**src/rtl/tx_dispatch_if.sv**
```systemverilog
// Operation input port and per-instance switch port of the transmit dispatcher.
// The slave modport is the dispatcher's view; master is the driving environment.
interface tx_dispatch_if #(
  parameter int NUM_SW_INST = 5,
  parameter int W_WIDTH     = 8
);
  // Operation input (valid/ready)
  logic                           in_valid;
  logic                           in_ready;
  logic [7:0]                     in_addr;
  logic [W_WIDTH-1:0]             in_op_id;

  // Switch-instance side
  logic [NUM_SW_INST-1:0]         sw_req;
  logic [W_WIDTH*NUM_SW_INST-1:0] sw_op_id;
  logic [NUM_SW_INST-1:0]         sw_ack;

  // Completion status
  logic                           done;
  logic                           err;
  logic [1:0]                     err_code;
  logic                           busy;

  modport slave (
    input  in_valid, in_addr, in_op_id, sw_ack,
    output in_ready, sw_req, sw_op_id, done, err, err_code, busy
  );

  modport master (
    output in_valid, in_addr, in_op_id, sw_ack,
    input  in_ready, sw_req, sw_op_id, done, err, err_code, busy
  );
endinterface

```
**src/rtl/tx_dispatch.sv**
```systemverilog
// Transmit-side dispatcher: buffers {addr, op_id} operations in a 2-entry FIFO,
// decodes each to one switch instance and holds that instance's request and
// op-id slice until it acknowledges or the request times out.
module tx_dispatch #(
  parameter int         NUM_SW_INST = 5,
  parameter int         W_WIDTH     = 8,
  parameter logic [7:0] BASE_ADDR   = 8'h10,
  parameter int         TIMEOUT     = 15
) (
  input  logic         clk,
  input  logic         rst_n,
  tx_dispatch_if.slave bus
);

  localparam int CNT_W = $clog2(TIMEOUT + 1);
  localparam int IDX_W = (NUM_SW_INST > 1) ? $clog2(NUM_SW_INST) : 1;
  localparam int ENT_W = 8 + W_WIDTH;

  typedef enum logic {
    IDLE = 1'b0,
    WAIT = 1'b1
  } state_t;

  // ---------------------------------------------------------------------------
  // Operation FIFO (2 entries)
  // ---------------------------------------------------------------------------
  logic [ENT_W-1:0] fifo_mem [2];
  logic             wr_ptr_q;
  logic             rd_ptr_q;
  logic [1:0]       count_q;
  logic             fifo_full;
  logic             fifo_empty;
  logic             push;
  logic             pop;
  logic [ENT_W-1:0] head;
  logic [7:0]       head_addr;
  logic [W_WIDTH-1:0] head_op;

  state_t               state_q, state_d;
  logic [IDX_W-1:0]     idx_q, idx_d;
  logic [W_WIDTH-1:0]   op_q, op_d;
  logic [CNT_W-1:0]     cnt_q, cnt_d;
  logic                 done_q, done_d;
  logic                 err_q, err_d;
  logic [1:0]           code_q, code_d;

  assign fifo_full    = (count_q == 2'd2);
  assign fifo_empty   = (count_q == 2'd0);
  assign bus.in_ready = !fifo_full;
  assign push         = bus.in_valid && !fifo_full;
  // The head is consumed on the same cycle the FSM looks at it in IDLE
  assign pop          = (state_q == IDLE) && !fifo_empty;

  assign head      = fifo_mem[rd_ptr_q];
  assign head_addr = head[ENT_W-1 -: 8];
  assign head_op   = head[W_WIDTH-1:0];

  // Entry storage carries no reset: occupancy is tracked by the pointers alone
  always_ff @(posedge clk) begin
    if (push) begin
      fifo_mem[wr_ptr_q] <= {bus.in_addr, bus.in_op_id};
    end
  end

  // FIFO pointers and occupancy; push and pop together leave the count unchanged
  always_ff @(posedge clk or negedge rst_n) begin
    if (!rst_n) begin
      wr_ptr_q <= 1'b0;
      rd_ptr_q <= 1'b0;
      count_q  <= 2'd0;
    end else begin
      if (push) wr_ptr_q <= ~wr_ptr_q;
      if (pop)  rd_ptr_q <= ~rd_ptr_q;
      case ({push, pop})
        2'b10:   count_q <= count_q + 2'd1;
        2'b01:   count_q <= count_q - 2'd1;
        default: count_q <= count_q;
      endcase
    end
  end

  // ---------------------------------------------------------------------------
  // Address decode: 8-bit wrap makes addresses below the base land far out of range
  // ---------------------------------------------------------------------------
  logic [7:0] dec_off;
  logic       dec_hit;

  assign dec_off = head_addr - BASE_ADDR;
  assign dec_hit = (head_addr >= BASE_ADDR) && (dec_off < 8'(NUM_SW_INST));

  // ---------------------------------------------------------------------------
  // Dispatch FSM
  // ---------------------------------------------------------------------------
  logic [CNT_W-1:0] cnt_inc;
  logic             ack_sel;

  assign cnt_inc = cnt_q + 1'b1;
  // Only the selected instance's ack matters; other bits are ignored
  assign ack_sel = bus.sw_ack[idx_q];

  // Next-state and pulse generation; an ack on the final request cycle beats the timeout
  always_comb begin
    state_d = state_q;
    idx_d   = idx_q;
    op_d    = op_q;
    cnt_d   = cnt_q;
    done_d  = 1'b0;
    err_d   = 1'b0;
    code_d  = 2'b00;
    case (state_q)
      IDLE: begin
        if (!fifo_empty) begin
          if (dec_hit) begin
            state_d = WAIT;
            idx_d   = dec_off[IDX_W-1:0];
            op_d    = head_op;
            cnt_d   = '0;
          end else begin
            err_d  = 1'b1;
            code_d = 2'b01;
          end
        end
      end
      WAIT: begin
        if (ack_sel) begin
          done_d  = 1'b1;
          state_d = IDLE;
          cnt_d   = '0;
        end else if (cnt_inc == CNT_W'(TIMEOUT)) begin
          err_d   = 1'b1;
          code_d  = 2'b10;
          state_d = IDLE;
          cnt_d   = '0;
        end else begin
          cnt_d = cnt_inc;
        end
      end
      default: state_d = IDLE;
    endcase
  end

  // FSM state, captured operation and status pulse registers
  always_ff @(posedge clk or negedge rst_n) begin
    if (!rst_n) begin
      state_q <= IDLE;
      idx_q   <= '0;
      op_q    <= '0;
      cnt_q   <= '0;
      done_q  <= 1'b0;
      err_q   <= 1'b0;
      code_q  <= 2'b00;
    end else begin
      state_q <= state_d;
      idx_q   <= idx_d;
      op_q    <= op_d;
      cnt_q   <= cnt_d;
      done_q  <= done_d;
      err_q   <= err_d;
      code_q  <= code_d;
    end
  end

  // ---------------------------------------------------------------------------
  // Per-instance request and op-id slices; unselected slices are forced to zero
  // ---------------------------------------------------------------------------
  logic [NUM_SW_INST-1:0]         sw_req_o;
  logic [W_WIDTH*NUM_SW_INST-1:0] sw_op_id_o;

  generate
    for (genvar gi = 0; gi < NUM_SW_INST; gi++) begin : g_inst
      assign sw_req_o[gi]                      = (state_q == WAIT) && (idx_q == IDX_W'(gi));
      assign sw_op_id_o[gi*W_WIDTH +: W_WIDTH] = sw_req_o[gi] ? op_q : '0;
    end
  endgenerate

  assign bus.sw_req   = sw_req_o;
  assign bus.sw_op_id = sw_op_id_o;
  assign bus.done     = done_q;
  assign bus.err      = err_q;
  assign bus.err_code = code_q;
  assign bus.busy     = (state_q != IDLE) || !fifo_empty;

endmodule

```
**src/flat_wrapper.sv**
```systemverilog
// flat-port wrapper written by rule: the top's interface ports become plain ports
module tx_dispatch_flat 
#(
  parameter int         NUM_SW_INST = 5,
  parameter int         W_WIDTH     = 8,
  parameter logic [7:0] BASE_ADDR   = 8'h10,
  parameter int         TIMEOUT     = 15
)
  (clk, rst_n, bus_in_valid, bus_in_addr, bus_in_op_id, bus_sw_ack, bus_in_ready, bus_sw_req, bus_sw_op_id, bus_done, bus_err, bus_err_code, bus_busy);
  tx_dispatch_if #(.NUM_SW_INST(NUM_SW_INST), .W_WIDTH(W_WIDTH)) bus_i ();
  input  logic clk;
  input  logic rst_n;
  input wire logic [$bits(bus_i.in_valid)-1:0] bus_in_valid;
  input wire logic [$bits(bus_i.in_addr)-1:0] bus_in_addr;
  input wire logic [$bits(bus_i.in_op_id)-1:0] bus_in_op_id;
  input wire logic [$bits(bus_i.sw_ack)-1:0] bus_sw_ack;
  output wire logic [$bits(bus_i.in_ready)-1:0] bus_in_ready;
  output wire logic [$bits(bus_i.sw_req)-1:0] bus_sw_req;
  output wire logic [$bits(bus_i.sw_op_id)-1:0] bus_sw_op_id;
  output wire logic [$bits(bus_i.done)-1:0] bus_done;
  output wire logic [$bits(bus_i.err)-1:0] bus_err;
  output wire logic [$bits(bus_i.err_code)-1:0] bus_err_code;
  output wire logic [$bits(bus_i.busy)-1:0] bus_busy;
  assign bus_i.in_valid = bus_in_valid;
  assign bus_i.in_addr = bus_in_addr;
  assign bus_i.in_op_id = bus_in_op_id;
  assign bus_i.sw_ack = bus_sw_ack;
  assign bus_in_ready = bus_i.in_ready;
  assign bus_sw_req = bus_i.sw_req;
  assign bus_sw_op_id = bus_i.sw_op_id;
  assign bus_done = bus_i.done;
  assign bus_err = bus_i.err;
  assign bus_err_code = bus_i.err_code;
  assign bus_busy = bus_i.busy;
  tx_dispatch #(.NUM_SW_INST(NUM_SW_INST), .W_WIDTH(W_WIDTH), .BASE_ADDR(BASE_ADDR), .TIMEOUT(TIMEOUT)) u_core (.clk(clk), .rst_n(rst_n), .bus(bus_i));
endmodule
```
**config.mk**
```make
export PLATFORM = sky130hd
export DESIGN_NAME = tx_dispatch_flat
export DESIGN_NICKNAME = d
export VERILOG_FILES = /design/src/rtl/tx_dispatch_if.sv /design/src/rtl/tx_dispatch.sv /design/src/flat_wrapper.sv
export SDC_FILE = /design/constraint.sdc
export NUM_CORES = 1
export LEC_CHECK = 0
export ABC_CLOCK_PERIOD_IN_PS = 1600
export BUFFER_PORTS_ARGS = -buffer_cell sky130_fd_sc_hd__buf_2
export CORE_ASPECT_RATIO = 1.5
export CORE_MARGIN = 1
export CORE_UTILIZATION = 49
export CTS_BUF_LIST = sky130_fd_sc_hd__clkbuf_4 sky130_fd_sc_hd__clkbuf_8
export DETAILED_ROUTE_END_ITERATION = 10
export PLACE_DENSITY = 0.88
export SLEW_MARGIN = 20
export SYNTH_ARGS = -nofsm -noshare
export SYNTH_HDL_FRONTEND = slang
export SYNTH_SLANG_ARGS = --single-unit
```
**constraint.sdc**
```tcl
create_clock -name clk -period 1.6 [get_ports clk]
set_input_delay 0.32 -clock clk [delete_from_list [all_inputs] [get_ports clk]]
set_output_delay 0.32 -clock clk [all_outputs]
set_load 0.01 [all_outputs]
```
==> results of run 1 <==
-- synthesized netlist by cell type (2+ instances only) --
cell type  count
xnor2_1        4
xor2_1         3
edfxtp_1      32
o32ai_1        3
nor2_1         9
nand2_1        9
and3_1         2
nor4b_2        2
clkbuf_1       4
mux2_4         9
ha_1           3
nor3_1         2
o21ai_0        2
o31ai_1        2
inv_1          3
mux2_2        13
nor2b_1        2
and2_1        40
nand3_1        2
o22ai_1        2
dfrtp_1       24
nor4_4         2
o21a_1         2
nand2b_1       2
-- repair_timing --
action | in CTS | in global routing
hold buffers | 1 | 0
pin swaps | 13 | 10
buffers inserted | 6 | 9
cloned | 3 | 1
endpoints found under the hold margin | 24 | 0
gates resized for setup | 36 | 42
endpoints found under the setup margin | 59 | 66
-- worst register-to-register path, cell delays in order, from the launching register on --
cell,delay (ns)
dfrtp_1,0.43
inv_4,0.11
buf_4,0.13
o21ai_4,0.07
nor4_4,0.42
clkbuf_16,0.24
mux2_4,0.30
-- registers in the layout, summed over array words and instances (netlist names) --
name,cells
u_core.op_q,8
u_core.idx_q,3
u_core.wr_ptr_q,1
u_core.cnt_q,4
u_core.fifo_mem,32
u_core.count_q,2
u_core.state_q,1
u_core.bus.err,1
u_core.bus.err_code,2
u_core.bus.done,1
u_core.rd_ptr_q,1
-- layer usage --
metal	GRT usage [%]	vias to the layer above	share of wire, %
met5	0	-	0
met4	9.884	0	3.1
met3	2.956	16	3.5
met2	36.87	61	56
met1	22.90	975	38
li1	-	933	-
-- worst paths after layout --
check                                                 start                         endpoint  slack, ns  depth (start not counted)
worst max-delay path            u_core.idx_q[1]$_DFFE_PN0P_                  bus_sw_op_id[6]      -0.36                          5
worst min-delay path                        bus_in_op_id[2]  u_core.fifo_mem[1][2]$_DFFE_PP_       0.19                          1
worst max register to register     u_core.state_q$_DFF_PN0_       u_core.op_q[3]$_DFFE_PN0P_      -0.22                          6
worst min register to register  u_core.wr_ptr_q$_DFFE_PN0P_      u_core.wr_ptr_q$_DFFE_PN0P_       0.55                          1
max in group asynchronous                             rst_n      u_core.rd_ptr_q$_DFFE_PN0P_       0.70                          2
min in group asynchronous                             rst_n         u_core.bus.err$_DFF_PN0_       0.50                          2
-- cell type report --
class | instances | area, sq um
inverters | 4 | 17.52
clock buffers | 5 | 68.82
flip-flops and latches | 56 | 1569
fillers | 317 | 1340
repair buffers | 112 | 853.3
multi-input cells | 131 | 1224
clock inverters | 3 | 47.55
well taps | 68 | 85.08
-- per-stage QoR --
stage          instances  hold WS, ns  setup WS [ns]
2_1_floorplan        197      0.02441       -0.06467
4_1_cts              374       0.1807        -0.3214
3_5_place_dp         356       0.3230       -0.07874
6_report             379       0.1874        -0.3615
3_3_place_gp         356       0.3155       -0.03704
5_1_grt              379       0.1717        -0.4208
-- cell families (layout without fill, tap and decap cells) --
group | after synthesis | count (layout) | synth area share [%]
xor gates and xnor gates | 7 | 7 | 2.287
buffers and inverters | 10 | 124 | 2.099
adders and majority gates | 3 | 3 | 1.400
and+or+nand+nor | 78 | 78 | 18.67
AOI/OAI and AO/OA | 20 | 20 | 6.440
DFF | 56 | 56 | 58.24
muxes | 23 | 23 | 10.87
-- report_power, final --
| group | switching, uW | total, uW | internal [uW] |
|---|---|---|---|
| Sequential | 467 | 2470 | 2000 |
| Clock | 445 | 917 | 471 |
| Combinational | 968 | 2190 | 1220 |
| Total | 1880 | 5570 | 3690 |
==> results_dict.tcl, run 1 <==
set metrics [dict create \
    area_delta_synth_final_pct 44.14 \
    vdd_ir_drop_max_uv 1067 \
    die_w_um 62.40 \
    synth-edff-count 32 \
    die_area_sq_um 5778 \
    ios 75 \
    critical_path.endpoint_type "output port" \
    final_core_util_pct 74.25 \
    fin_crit_sh_pct 122.6 \
    wirelength_um 5883 \
    grt_overflow 0 \
    finalSetupViolCount 59 \
    slew_violations 0 \
    synth.ff_latch_count 56 \
    worstPathRequired_ns 1.28 \
    cts_inserted_buffers 5 \
    synth_nets 224 \
    skew_ns 0.009576 \
    placed_area_sq_um 3322 \
    diodes 0 \
    grt_pass1_wl_um 8901 \
    drtPass1Iterations 4 \
    post_drt_wl_per_cell_um 15.52 \
    synth_area_sq_um 2681 \
    clk_pin_slew_ns 0.10 \
    grt_pass1_vias 1862 \
    ys_seq_area_share_pct 58.24 \
    die_h_um 92.60 \
    start_util_pct 51.51 \
    failed_checks "setup timing" \
    crit_fanout 6 \
    fin_nets 337 \
    hold_class "input port to flip-flop" \
    cts_tree "yes" \
    synth_top_flop_cell "edfxtp_1" \
    hold_viol 0 \
    final.setup.tns_ns -15.05 \
    drive_gt1_share_pct 60.45 \
    clockBufferDepth 2 \
    critPathArrivalTime_ns 1.64 \
    synth_cell_types 43 \
    fin_area_sq_um 3865 \
    vias_per_cell 5.237 \
    fin_crit_ns 1.962 \
    crit_family "flip-flops" \
    critPathSlowestCell "dfrtp_2" \
    clock_sinks 56 \
    max_clock_freq_mhz 509.8 \
    status "finished, violations left" \
    synthArstFlopShare_pct 42.86 \
    max-slew-margin-rel_pct 64.19 \
    vias 1985 \
    drc 0 \
    power_density_nw_per_um2 1441 \
    yosysTopAreaCell "edfxtp_1" \
    leakagePower_uw 0.001679 \
    grt_max_degree 25 \
    power.total_uw 5571 \
    netlist_instances 197 \
    numPortBuffers 74 \
    ant_nets 0 \
    drt-initial-drc-count 51 \
    insertion_delay_ns 0.32 \
    worst-path-buf-inv 3 \
    rsz0062_at_grt "yes" \
    cap_viol_max_count 0 \
    tightestPinTransition_ns 0.5372 \
    cp_cell_sequence "buf_4 -> nor4_4 -> buf_4 -> and2_4 -> buf_6" \
    path_common_cell "buf_4" \
    gp_congestion 0.7331 \
    cpPeakStageDelay_ns 0.47 \
    crit_type "flip-flop to output port" \
    dpl.hpwl_um 3758 \
    h-tree-depth 2 \
    syn-mean-instance-area_sq_um 13.61 \
    cp-start-kind "flip-flop" \
    yosysTopAreaCellShare_pct 35.84 \
    yosysWarnings 0 \
    row_count 32 \
    antenna_found_initial 0 \
    synthTopCellsByArea "edfxtp_1 (36%), dfrtp_1 (22%), and2_1 (9.3%)" \
    layout_common_cells "buf_2 (57), edfxtp_1 (32), buf_6 (26), and2_1 (24), buf_4 (24)" \
    cts_root_buf "clkbuf_8" \
    core_sq_um 5205 \
    final_common_cell "buf_2" \
    worst_slack_ns -0.3615 \
    grtUsageTotal_pct 20.27 \
]
Power figures use the tool's default switching activity.
==> inputs of run 2 (changes only) <==
--- a/config.mk
+++ b/config.mk
@@ -5,14 +5,15 @@
 export SDC_FILE = /design/constraint.sdc
 export NUM_CORES = 1
 export LEC_CHECK = 0
-export ABC_CLOCK_PERIOD_IN_PS = 1600
+export ABC_CLOCK_PERIOD_IN_PS = 2000
 export BUFFER_PORTS_ARGS = -buffer_cell sky130_fd_sc_hd__buf_2
 export CORE_ASPECT_RATIO = 1.5
 export CORE_MARGIN = 1
-export CORE_UTILIZATION = 49
+export CORE_UTILIZATION = 46
 export CTS_BUF_LIST = sky130_fd_sc_hd__clkbuf_4 sky130_fd_sc_hd__clkbuf_8
+export CTS_CLUSTER_DIAMETER = 100
 export DETAILED_ROUTE_END_ITERATION = 10
-export PLACE_DENSITY = 0.88
+export PLACE_DENSITY = 0.81
 export SLEW_MARGIN = 20
 export SYNTH_ARGS = -nofsm -noshare
 export SYNTH_HDL_FRONTEND = slang
==> constraint.sdc (replaced) <==
create_clock -name clk -period 2 [get_ports clk]
set_input_delay 0.4 -clock clk [delete_from_list [all_inputs] [get_ports clk]]
set_output_delay 0.4 -clock clk [all_outputs]
set_load 0.01 [all_outputs]
==> run 2 against run 1 <==
  * The flow now finishes without violations
  * Sequential cell count is the same
  * Non-clock buffer count shrank 20
  * Count of clock-buffer cells in the layout is the same
  * Sequential share of layout area grew 3.9 points
  * Clock skew shrank 0.0011 ns
  * Wire length shrank 5.5%
  * Die area grew 6.3%
  * Critical path type unchanged
  * First-iteration DRC count grew 33%
  * Worst setup slack gained 0.38 ns
  * Critical path depth is the same
  * Utilization shrank 11 points
==> results_dict.tcl, run 2 (same netlist as run 1, synthesis figures left out) <==
set metrics [dict create \
    combPwrFrac_pct 33.6 \
    max_clock_freq_mhz 504.1 \
    core_sq_um 5533 \
    tightestPinTransition_ns 0.5722 \
    wirelength_um 5562 \
    regMostFlops "u_core.fifo_mem" \
    fin_nets 317 \
    cts_tree "yes" \
    dpl.hpwl_um 3807 \
    area_delta_synth_final_pct 31.03 \
    h-tree-depth 2 \
    holdWs_ns 0.05915 \
    cp-start-kind "flip-flop" \
    largest_register_ffs 32 \
    power_density_nw_per_um2 1109 \
    internal_power_uw 2531 \
    start_util_pct 48.46 \
    clockBufferDepth 2 \
    grt_overflow 0 \
    finalSetupViolCount 0 \
    cap_viol_max_count 0 \
    worstPathRequired_ns 1.60 \
    max-slew-margin-rel_pct 61.52 \
    ant_nets 0 \
    fin_crit_sh_pct 99.19 \
    row_count 33 \
    diodes 0 \
    switchingPower_uw 1367 \
    drt-initial-drc-count 68 \
    rsz0062_at_grt "yes" \
    cts_inserted_buffers 5 \
    vias 1886 \
    p_sw_share_pct 35.07 \
    hold_viol 0 \
    drc 0 \
    cts_root_buf "clkbuf_8" \
    die_h_um 95.51 \
    vias_per_cell 5.224 \
    finalNonFillerCells 361 \
    rr_worst_depth 5 \
    gp_congestion 0.7690 \
    antenna_found_initial 0 \
    die_area_sq_um 6144 \
    die_w_um 64.34 \
    grt_max_degree 25 \
    numPortBuffers 74 \
    clk_pin_slew_ns 0.10 \
    insertion_delay_ns 0.31 \
    vdd_ir_drop_max_uv 790.4 \
    crit_type "flip-flop to output port" \
    skew_ns 0.008455 \
    grt_pass1_wl_um 7879 \
    critical_path.endpoint_type "output port" \
    grtUsageTotal_pct 16.96 \
    top_regs "u_core.fifo_mem: 32 flops, u_core.op_q: 8 flops, u_core.cnt_q: 4 flops" \
    final_common_cell "buf_2" \
    drive_gt1_share_pct 52.58 \
    dp.cells 345 \
    slew_violations 0 \
    grt_pass1_vias 1724 \
    pwr-share-seq_pct 50.0 \
    drtPass1Iterations 6 \
    post_drt_wl_per_cell_um 15.41 \
    fin_crit_ns 1.984 \
    critPathArrivalTime_ns 1.58 \
    crit_fanout 5 \
    final_core_util_pct 63.50 \
    ios 75 \
    hold_class "input port to async pin" \
    clock_sinks 56 \
    layout_common_cells "buf_2 (60), edfxtp_1 (32), and2_1 (25), dfrtp_1 (22), buf_6 (16)" \
    leakagePower_uw 0.001536 \
    power.share.clock_pct 16.4 \
    status "finished, final reports clean" \
]
## run 2: final cells by class
type	instances	area, sq um
clock buffers	5	68.82
clock inverters	3	26.28
fillers	421	2019
inverters	4	20.02
multi-input cells	131	1134
flip-flops and latches	56	1564
well taps	70	87.58
repair buffers	92	613.1
## run 2: through the flow
stage	TNS [ns]	worst slack (ns)	instance area [sq um]	total power, uW
2_1_floorplan	0	0.1185	2681	2766
3_3_place_gp	0	0.2443	3186	3071
3_5_place_dp	0	0.1847	3186	3139
4_1_cts	-0.5072	-0.05112	3284	3780
5_1_grt	-0.6690	-0.04994	3513	4113
6_report	0	0.01617	3513	3898
## run 2: path summary, 6_finish.rpt
path                            slack, ns                               to                   startpoint
worst max-delay path                 0.02                 bus_sw_op_id[37]     u_core.state_q$_DFF_PN0_
worst min-delay path                 0.06         u_core.bus.err$_DFF_PN0_                        rst_n
worst max register to register       0.20      u_core.idx_q[0]$_DFFE_PN0P_  u_core.rd_ptr_q$_DFFE_PN0P_
worst min register to register       0.50      u_core.wr_ptr_q$_DFFE_PN0P_  u_core.wr_ptr_q$_DFFE_PN0P_
max in group asynchronous            1.54      u_core.idx_q[2]$_DFFE_PN0P_                        rst_n
min in group clk                     0.27  u_core.fifo_mem[0][5]$_DFFE_PP_              bus_in_op_id[5]
## run 2: layer usage
layer | wire (um) | vias up | GRT usage (%) | part of all wire [%]
met5 | 0 | - | 0 | 0
li1 | - | 896 | - | -
met3 | 268 | 8 | 2.632 | 4.8
met2 | 3149 | 72 | 30.79 | 57
met4 | 98 | 0 | 7.222 | 1.8
met1 | 2045 | 910 | 19.62 | 37
## run 2: worst max-delay path, cell delays in order, from the launching register on
cell	delay (ns)
dfrtp_1	0.42
clkinv_4	0.10
nor4b_4	0.32
buf_4	0.19
and2_4	0.15
buf_6	0.09
## run 2: repair_timing
action	in CTS	in global routing
resized for setup	2	41
hold buffers	0	0
setup endpoints to repair	23	36
buffers inserted	0	7
pin swaps	0	2
cloned	0	1
## run 2: power groups by stage
stage / sequential (uW) / combinational [uW] / clock, uW
5_1_grt: 1990 / 1420 / 699
3_5_place_dp: 1940 / 1200 / 0
2_1_floorplan: 1820 / 942 / 0
4_1_cts: 1920 / 1210 / 652
3_3_place_gp: 1920 / 1150 / 0
6_report: 1950 / 1310 / 638
